File: config.mk
export PLATFORM = sky130hd
export DESIGN_NAME = fan_pwm_multi_ctrl_flat
export DESIGN_NICKNAME = d
export VERILOG_FILES = /design/src/rtl/fan_pwm_multi_ctrl_if.sv /design/src/rtl/fan_pwm_multi_ctrl.sv /design/src/flat_wrapper.sv
export SDC_FILE = /design/constraint.sdc
export NUM_CORES = 1
export LEC_CHECK = 0
export BUFFER_PORTS_ARGS = -buffer_cell sky130_fd_sc_hd__buf_2
export CORE_MARGIN = 10
export CORE_UTILIZATION = 25
export DETAILED_ROUTE_END_ITERATION = 7
export SETUP_SLACK_MARGIN = 0.3
export SLEW_MARGIN = 10
export SYNTH_ARGS = -nofsm -noshare
export SYNTH_HDL_FRONTEND = slang
export SYNTH_SLANG_ARGS = --single-unit
File: constraint.sdc
create_clock -name clk_i -period 4.2 [get_ports clk_i]
set_clock_uncertainty 0.1 [all_clocks]
set_input_delay 0.63 -clock clk_i [delete_from_list [all_inputs] [get_ports clk_i]]
set_output_delay 0.63 -clock clk_i [all_outputs]
set_load 0.1 [all_outputs]
File: src/rtl/fan_pwm_multi_ctrl_if.sv
// Control/driver-side bus of the multi-channel fan PWM block.
// master = duty/temperature control side, slave = PWM generator.
interface fan_pwm_multi_ctrl_if #(
    parameter int unsigned COUNTER_BITWIDTH = 8,
    parameter int unsigned NUM_CH           = 2
);
    logic                                 clk_en_i;
    logic [NUM_CH*COUNTER_BITWIDTH-1:0]   duty_i;
    logic [COUNTER_BITWIDTH-1:0]          minDuty_i;
    logic [COUNTER_BITWIDTH:0]            period_i;
    logic [NUM_CH-1:0]                    enable_i;
    logic                                 kickEn_i;
    logic [NUM_CH-1:0]                    pwm_o;
    logic [NUM_CH-1:0]                    kickActive_o;
    logic                                 periodStrobe_o;

    modport master (
        output clk_en_i, duty_i, minDuty_i, period_i, enable_i, kickEn_i,
        input  pwm_o, kickActive_o, periodStrobe_o
    );

    modport slave (
        input  clk_en_i, duty_i, minDuty_i, period_i, enable_i, kickEn_i,
        output pwm_o, kickActive_o, periodStrobe_o
    );
endinterface

File: src/rtl/fan_pwm_multi_ctrl.sv
// Multi-channel fan PWM: one shared period counter, per-channel kick/ramp FSM.
// All settings are taken at the period boundary so output edges stay glitch-free.
module fan_pwm_multi_ctrl #(
    parameter int unsigned COUNTER_BITWIDTH = 8,
    parameter int unsigned NUM_CH           = 2,
    parameter int unsigned KICK_PERIODS     = 4,
    parameter int unsigned RAMP_STEP        = 4
) (
    input  logic                clk_i,
    input  logic                rstn_i,
    fan_pwm_multi_ctrl_if.slave bus
);
    localparam int unsigned CB = COUNTER_BITWIDTH;
    localparam int unsigned CW = CB + 1;
    localparam int unsigned KW = (KICK_PERIODS > 1) ? $clog2(KICK_PERIODS) : 1;
    localparam logic [CW-1:0] STEP      = CW'(RAMP_STEP);
    localparam logic [KW-1:0] KICK_INIT = KW'(KICK_PERIODS - 1);

    typedef enum logic [1:0] {
        ST_OFF  = 2'd0,
        ST_KICK = 2'd1,
        ST_RUN  = 2'd2
    } ch_state_e;

    logic [CW-1:0]     cnt_q, cnt_d;
    logic [CW-1:0]     period_q, period_d;
    logic              strobe_q, strobe_d;
    logic              boundary_c;

    ch_state_e         state_q [NUM_CH];
    ch_state_e         state_d [NUM_CH];
    logic [CW-1:0]     cmp_q   [NUM_CH];
    logic [CW-1:0]     cmp_d   [NUM_CH];
    logic [KW-1:0]     kick_q  [NUM_CH];
    logic [KW-1:0]     kick_d  [NUM_CH];
    logic [CW-1:0]     tgt_c   [NUM_CH];
    logic [NUM_CH-1:0] pwm_q, pwm_d;
    logic [NUM_CH-1:0] kact_q, kact_d;

    // Shared period counter; period length is re-shadowed at every boundary.
    always_comb begin
        boundary_c = bus.clk_en_i && (cnt_q == period_q);
        cnt_d      = cnt_q;
        period_d   = period_q;
        strobe_d   = boundary_c;
        if (boundary_c) begin
            cnt_d    = '0;
            period_d = bus.period_i;
        end else if (bus.clk_en_i) begin
            cnt_d = cnt_q + CW'(1);
        end
    end

    // Per-channel target (no overflow at CW bits, clipped to the incoming period) and FSM.
    always_comb begin
        for (int unsigned n = 0; n < NUM_CH; n++) begin
            tgt_c[n] = CW'(bus.duty_i[n*CB +: CB]) + CW'(bus.minDuty_i);
            if (tgt_c[n] > bus.period_i) begin
                tgt_c[n] = bus.period_i;
            end

            state_d[n] = state_q[n];
            cmp_d[n]   = cmp_q[n];
            kick_d[n]  = kick_q[n];
            pwm_d[n]   = pwm_q[n];
            kact_d[n]  = kact_q[n];

            if (bus.clk_en_i) begin
                pwm_d[n]  = (state_q[n] != ST_OFF) &&
                            ((state_q[n] == ST_KICK) || (cnt_q < cmp_q[n]) || (cnt_q == period_q));
                kact_d[n] = (state_q[n] == ST_KICK);
            end

            if (boundary_c) begin
                unique case (state_q[n])
                    ST_OFF: begin
                        cmp_d[n] = '0;
                        if (bus.enable_i[n] && bus.kickEn_i && (tgt_c[n] != '0)) begin
                            state_d[n] = ST_KICK;
                            kick_d[n]  = KICK_INIT;
                        end else if (bus.enable_i[n]) begin
                            state_d[n] = ST_RUN;
                            cmp_d[n]   = (tgt_c[n] < STEP) ? tgt_c[n] : STEP;
                        end
                    end
                    ST_KICK: begin
                        if (!bus.enable_i[n]) begin
                            state_d[n] = ST_OFF;
                            cmp_d[n]   = '0;
                        end else if (kick_q[n] == '0) begin
                            state_d[n] = ST_RUN;
                            cmp_d[n]   = tgt_c[n];
                        end else begin
                            kick_d[n] = kick_q[n] - KW'(1);
                        end
                    end
                    ST_RUN: begin
                        if (!bus.enable_i[n]) begin
                            state_d[n] = ST_OFF;
                            cmp_d[n]   = '0;
                        end else if (tgt_c[n] > cmp_q[n]) begin
                            cmp_d[n] = ((tgt_c[n] - cmp_q[n]) > STEP) ? (cmp_q[n] + STEP) : tgt_c[n];
                        end else if (tgt_c[n] < cmp_q[n]) begin
                            cmp_d[n] = ((cmp_q[n] - tgt_c[n]) > STEP) ? (cmp_q[n] - STEP) : tgt_c[n];
                        end
                    end
                    default: begin
                        state_d[n] = ST_OFF;
                        cmp_d[n]   = '0;
                    end
                endcase
            end
        end
    end

    always_ff @(posedge clk_i or negedge rstn_i) begin
        if (!rstn_i) begin
            cnt_q    <= '0;
            period_q <= '0;
            strobe_q <= 1'b0;
            pwm_q    <= '0;
            kact_q   <= '0;
            for (int unsigned n = 0; n < NUM_CH; n++) begin
                state_q[n] <= ST_OFF;
                cmp_q[n]   <= '0;
                kick_q[n]  <= '0;
            end
        end else begin
            cnt_q    <= cnt_d;
            period_q <= period_d;
            strobe_q <= strobe_d;
            pwm_q    <= pwm_d;
            kact_q   <= kact_d;
            for (int unsigned n = 0; n < NUM_CH; n++) begin
                state_q[n] <= state_d[n];
                cmp_q[n]   <= cmp_d[n];
                kick_q[n]  <= kick_d[n];
            end
        end
    end

    assign bus.pwm_o          = pwm_q;
    assign bus.kickActive_o   = kact_q;
    assign bus.periodStrobe_o = strobe_q;

endmodule
File: src/flat_wrapper.sv
// flat-port wrapper written by rule: the top's interface ports become plain ports
module fan_pwm_multi_ctrl_flat 
#(
    parameter int unsigned COUNTER_BITWIDTH = 8,
    parameter int unsigned NUM_CH           = 2,
    parameter int unsigned KICK_PERIODS     = 4,
    parameter int unsigned RAMP_STEP        = 4
)
  (clk_i, rstn_i, bus_clk_en_i, bus_duty_i, bus_minDuty_i, bus_period_i, bus_enable_i, bus_kickEn_i, bus_pwm_o, bus_kickActive_o, bus_periodStrobe_o);
  fan_pwm_multi_ctrl_if #(.COUNTER_BITWIDTH(COUNTER_BITWIDTH), .NUM_CH(NUM_CH)) bus_i ();
  input  logic clk_i;
  input  logic rstn_i;
  input wire logic [$bits(bus_i.clk_en_i)-1:0] bus_clk_en_i;
  input wire logic [$bits(bus_i.duty_i)-1:0] bus_duty_i;
  input wire logic [$bits(bus_i.minDuty_i)-1:0] bus_minDuty_i;
  input wire logic [$bits(bus_i.period_i)-1:0] bus_period_i;
  input wire logic [$bits(bus_i.enable_i)-1:0] bus_enable_i;
  input wire logic [$bits(bus_i.kickEn_i)-1:0] bus_kickEn_i;
  output wire logic [$bits(bus_i.pwm_o)-1:0] bus_pwm_o;
  output wire logic [$bits(bus_i.kickActive_o)-1:0] bus_kickActive_o;
  output wire logic [$bits(bus_i.periodStrobe_o)-1:0] bus_periodStrobe_o;
  assign bus_i.clk_en_i = bus_clk_en_i;
  assign bus_i.duty_i = bus_duty_i;
  assign bus_i.minDuty_i = bus_minDuty_i;
  assign bus_i.period_i = bus_period_i;
  assign bus_i.enable_i = bus_enable_i;
  assign bus_i.kickEn_i = bus_kickEn_i;
  assign bus_pwm_o = bus_i.pwm_o;
  assign bus_kickActive_o = bus_i.kickActive_o;
  assign bus_periodStrobe_o = bus_i.periodStrobe_o;
  fan_pwm_multi_ctrl #(.COUNTER_BITWIDTH(COUNTER_BITWIDTH), .NUM_CH(NUM_CH), .KICK_PERIODS(KICK_PERIODS), .RAMP_STEP(RAMP_STEP)) u_core (.clk_i(clk_i), .rstn_i(rstn_i), .bus(bus_i));
endmodule
==> metrics.cfg <==
[grt]
antenna_found_initial=0
grt_use_total_pct=13.06
grt_pass1_vias=7349
grt_pass1_wl_microns=36670
overflow=0
grt_max_degree=34

[clock_network]
htreeDepth=2
cts-root-buf=clkbuf_16
clockBufferDepth=2
cts_made_buffers=5
clock_latency_ns=0.30
cts_tree=done
clkTransAtPathRegs_ns=0.07
cts-hold-fix-buffers=0
clock_sinks=49

[pwr]
clkPwrFrac_pct=12.8
pwr-share-seq_pct=16.4
switching_share_pct=42.47
vdd_drop_max_v=0.0002495
powerDensity_mw_per_mm2=371.3
p_leak_nw=4.469
comb_power_share_pct=70.8
p_sw_mw=1.570
intPower_mw=2.127

[sta]
setup_viol_count_final=23
whs_ns=0.1692
maxSlewViolCount=0
fin_ws_ns=-1.680
hold_violations=0
min_period_ns=5.880
slew_headroom_pct=40.99
fmax_ghz=0.1701
rsz0062_at_grt=yes
tightest_slew_ns=0.8760
finalCritPeriodShare_pct=140.0

[placement]
pre_cts_ws_ns=-2.181
gp_congestion=0.8858
dp_hpwl_microns=18410
port-buffer-count=43

[yosys]
ys_seq_area_share_pct=18.16
synth.most_common_cell=ha_1
synth_cell_types=86
ys_ff_latch=49
synth_fp_nets=993
mappedNetlistArea_sq_mm=0.006750
async_flop_share_pct=100.0
syn_inst=859
netlist_top_cells_area=dfrtp_1 (18%), ha_1 (17%), inv_1 (4.1%)
synth_edf_count=0
netlist.area_leader.share_pct=18.16
avgSynthCellArea_sq_um=7.858
yosys-top-cells-count=ha_1 (91), inv_1 (73), nor2_1 (69)
synth_top_area_cell=dfrtp_1
ys.flop_type=dfrtp_1
yosysWarnings=0

[run_status]
status=complete, but fails checks
violations=setup timing

[floorplan]
rows=60
num_io_pins=44
core_region_area_sq_mm=0.02673
initial_core_util_pct=25.26
fp.dieH_microns=184.3
die_width_microns=184.3
dieArea_sq_mm=0.03397

[setup_path]
worstPathRequired_ns=4.34
cpPeakStageDelay_ns=0.55
critPathKind=in2reg
slowest_stage=or4_4
cpMostUsedCell=a21oi_2
critPathMaxFanout=5
cp_data_arrival_time_ns=6.02
endpoint_kind=flip-flop
worstSetupStartpointType=primary input

[hold_path]
hp-class=in2async

[final_layout]
n_antenna_cell=0
area_growth_pct=47.47
final_nets=1234
drive_above_1_share_pct=39.06

[detailed_routing]
vias=7343
ant_nets=0
drtPass1Iterations=5
drc=0
finalWirelength_microns=22930
routed_via_density=5.092
routedWlPerCell_microns=15.90
drt_iter0_drc=415

[job]
cap_viol_max_count=0

critical path: cells and delay by family:
| family | cells | cell delay [ns] |
|---|---|---|
| simple gates | 10 | 1.89 |
| compound gates | 9 | 1.48 |
| fa+ha+maj | 5 | 1.39 |
| mux | 1 | 0.35 |
| buf+inv | 3 | 0.27 |
sequential cells by signal, indices dropped and copies added (netlist names):
name	count
u_core.period_q	9
u_core.bus.pwm_o	2
u_core.cmp_q	18
u_core.cnt_q	9
u_core.bus.periodStrobe_o	1
u_core.bus.kickActive_o	2
u_core.kick_q	4
u_core.state_q	4
routing by layer:
metal	wire, microns	vias to the layer above	GRT usage, %
li1	-	3656	-
met1	10100	3510	15.83
met2	11850	139	24.18
met3	627	38	1.339
met4	352	0	2.655
met5	0	-	0
cells in the final DEF (no fill, tap or decap), types with 8 or more instances in the layout:
cell	n
a21o_1	21
a21oi_1	38
a21oi_2	11
a31oi_1	9
buf_2	41
buf_4	207
buf_6	16
dfrtp_1	49
ha_1	71
ha_4	15
inv_1	67
mux2i_1	9
nand2_1	56
nand2b_1	18
nand3_1	27
nand3b_1	8
nand4_1	16
nor2_1	59
nor2b_1	10
nor3_1	18
o211ai_1	9
o21a_1	9
o21ai_0	40
o21ai_1	13
xnor2_1	14
xor2_1	14
power groups by stage:
stage / sequential (mW) / combinational (mW) / clock (mW)
floorplan: 0.622 / 1.43 / 0
global placement: 0.612 / 2.26 / 0
detailed placement: 0.613 / 2.30 / 0
CTS: 0.604 / 2.43 / 0.482
global route: 0.615 / 2.86 / 0.504
finish: 0.606 / 2.62 / 0.475
cell families (layout without fill, tap and decap cells):
group | Yosys count | after routing | synth area share [%]
fa+ha+maj | 95 | 95 | 18.05
simple gates | 297 | 297 | 23.06
flops | 49 | 49 | 18.17
xor+xnor | 28 | 28 | 3.633
compound gates | 257 | 257 | 25.86
mux | 27 | 27 | 4.411
buf+inv | 106 | 348 | 6.821
final timing paths:
path / start / end / slack, ns / depth (start not counted)
max: bus_duty_i[8] / u_core.cmp_q[7] / -1.68 / 28
min: rstn_i / u_core.cmp_q[14] / 0.17 / 1
max reg2reg: u_core.cmp_q[2] / u_core.cmp_q[7] / 0.66 / 11
min reg2reg: u_core.period_q[0] / u_core.period_q[0] / 0.40 / 2
max in group asynchronous: rstn_i / u_core.period_q[6] / 3.03 / 2
min in group clk_i: u_core.period_q[0] / u_core.period_q[0] / 0.40 / 2
area by class of cell:
class	count	area [sq um]
clock inverter	2	38.79
inverter	74	280.3
sequential	49	1226
multi-input combinational	704	5869
clock buffer	6	128.9
timing repair buffer	266	1984
fill	2726	16770
tap	341	426.7
through the flow:
stage / area, sq um / cells / setup TNS [ns] / util (%) / power, mW
after floorplan: 7159 / 859 / -26.07 / - / 2.053
after global placement: 9075 / 1411 / -38.33 / 33.96 / 2.875
after detailed placement: 9075 / 1411 / -40.23 / 33.96 / 2.910
after CTS: 9543 / 1431 / -27.67 / 35.71 / 3.514
after global routing: 9955 / 1442 / -36.00 / 37.25 / 3.979
final: 9955 / 1442 / -29.83 / 37.25 / 3.697
what timing repair did:
action	CTS	global route
endpoints found under the setup margin	26	26
pin swaps	32	44
buffers inserted	12	10
cloned	0	1
resized for setup	45	59
Note: power is estimated with default switching activity, not from simulation.
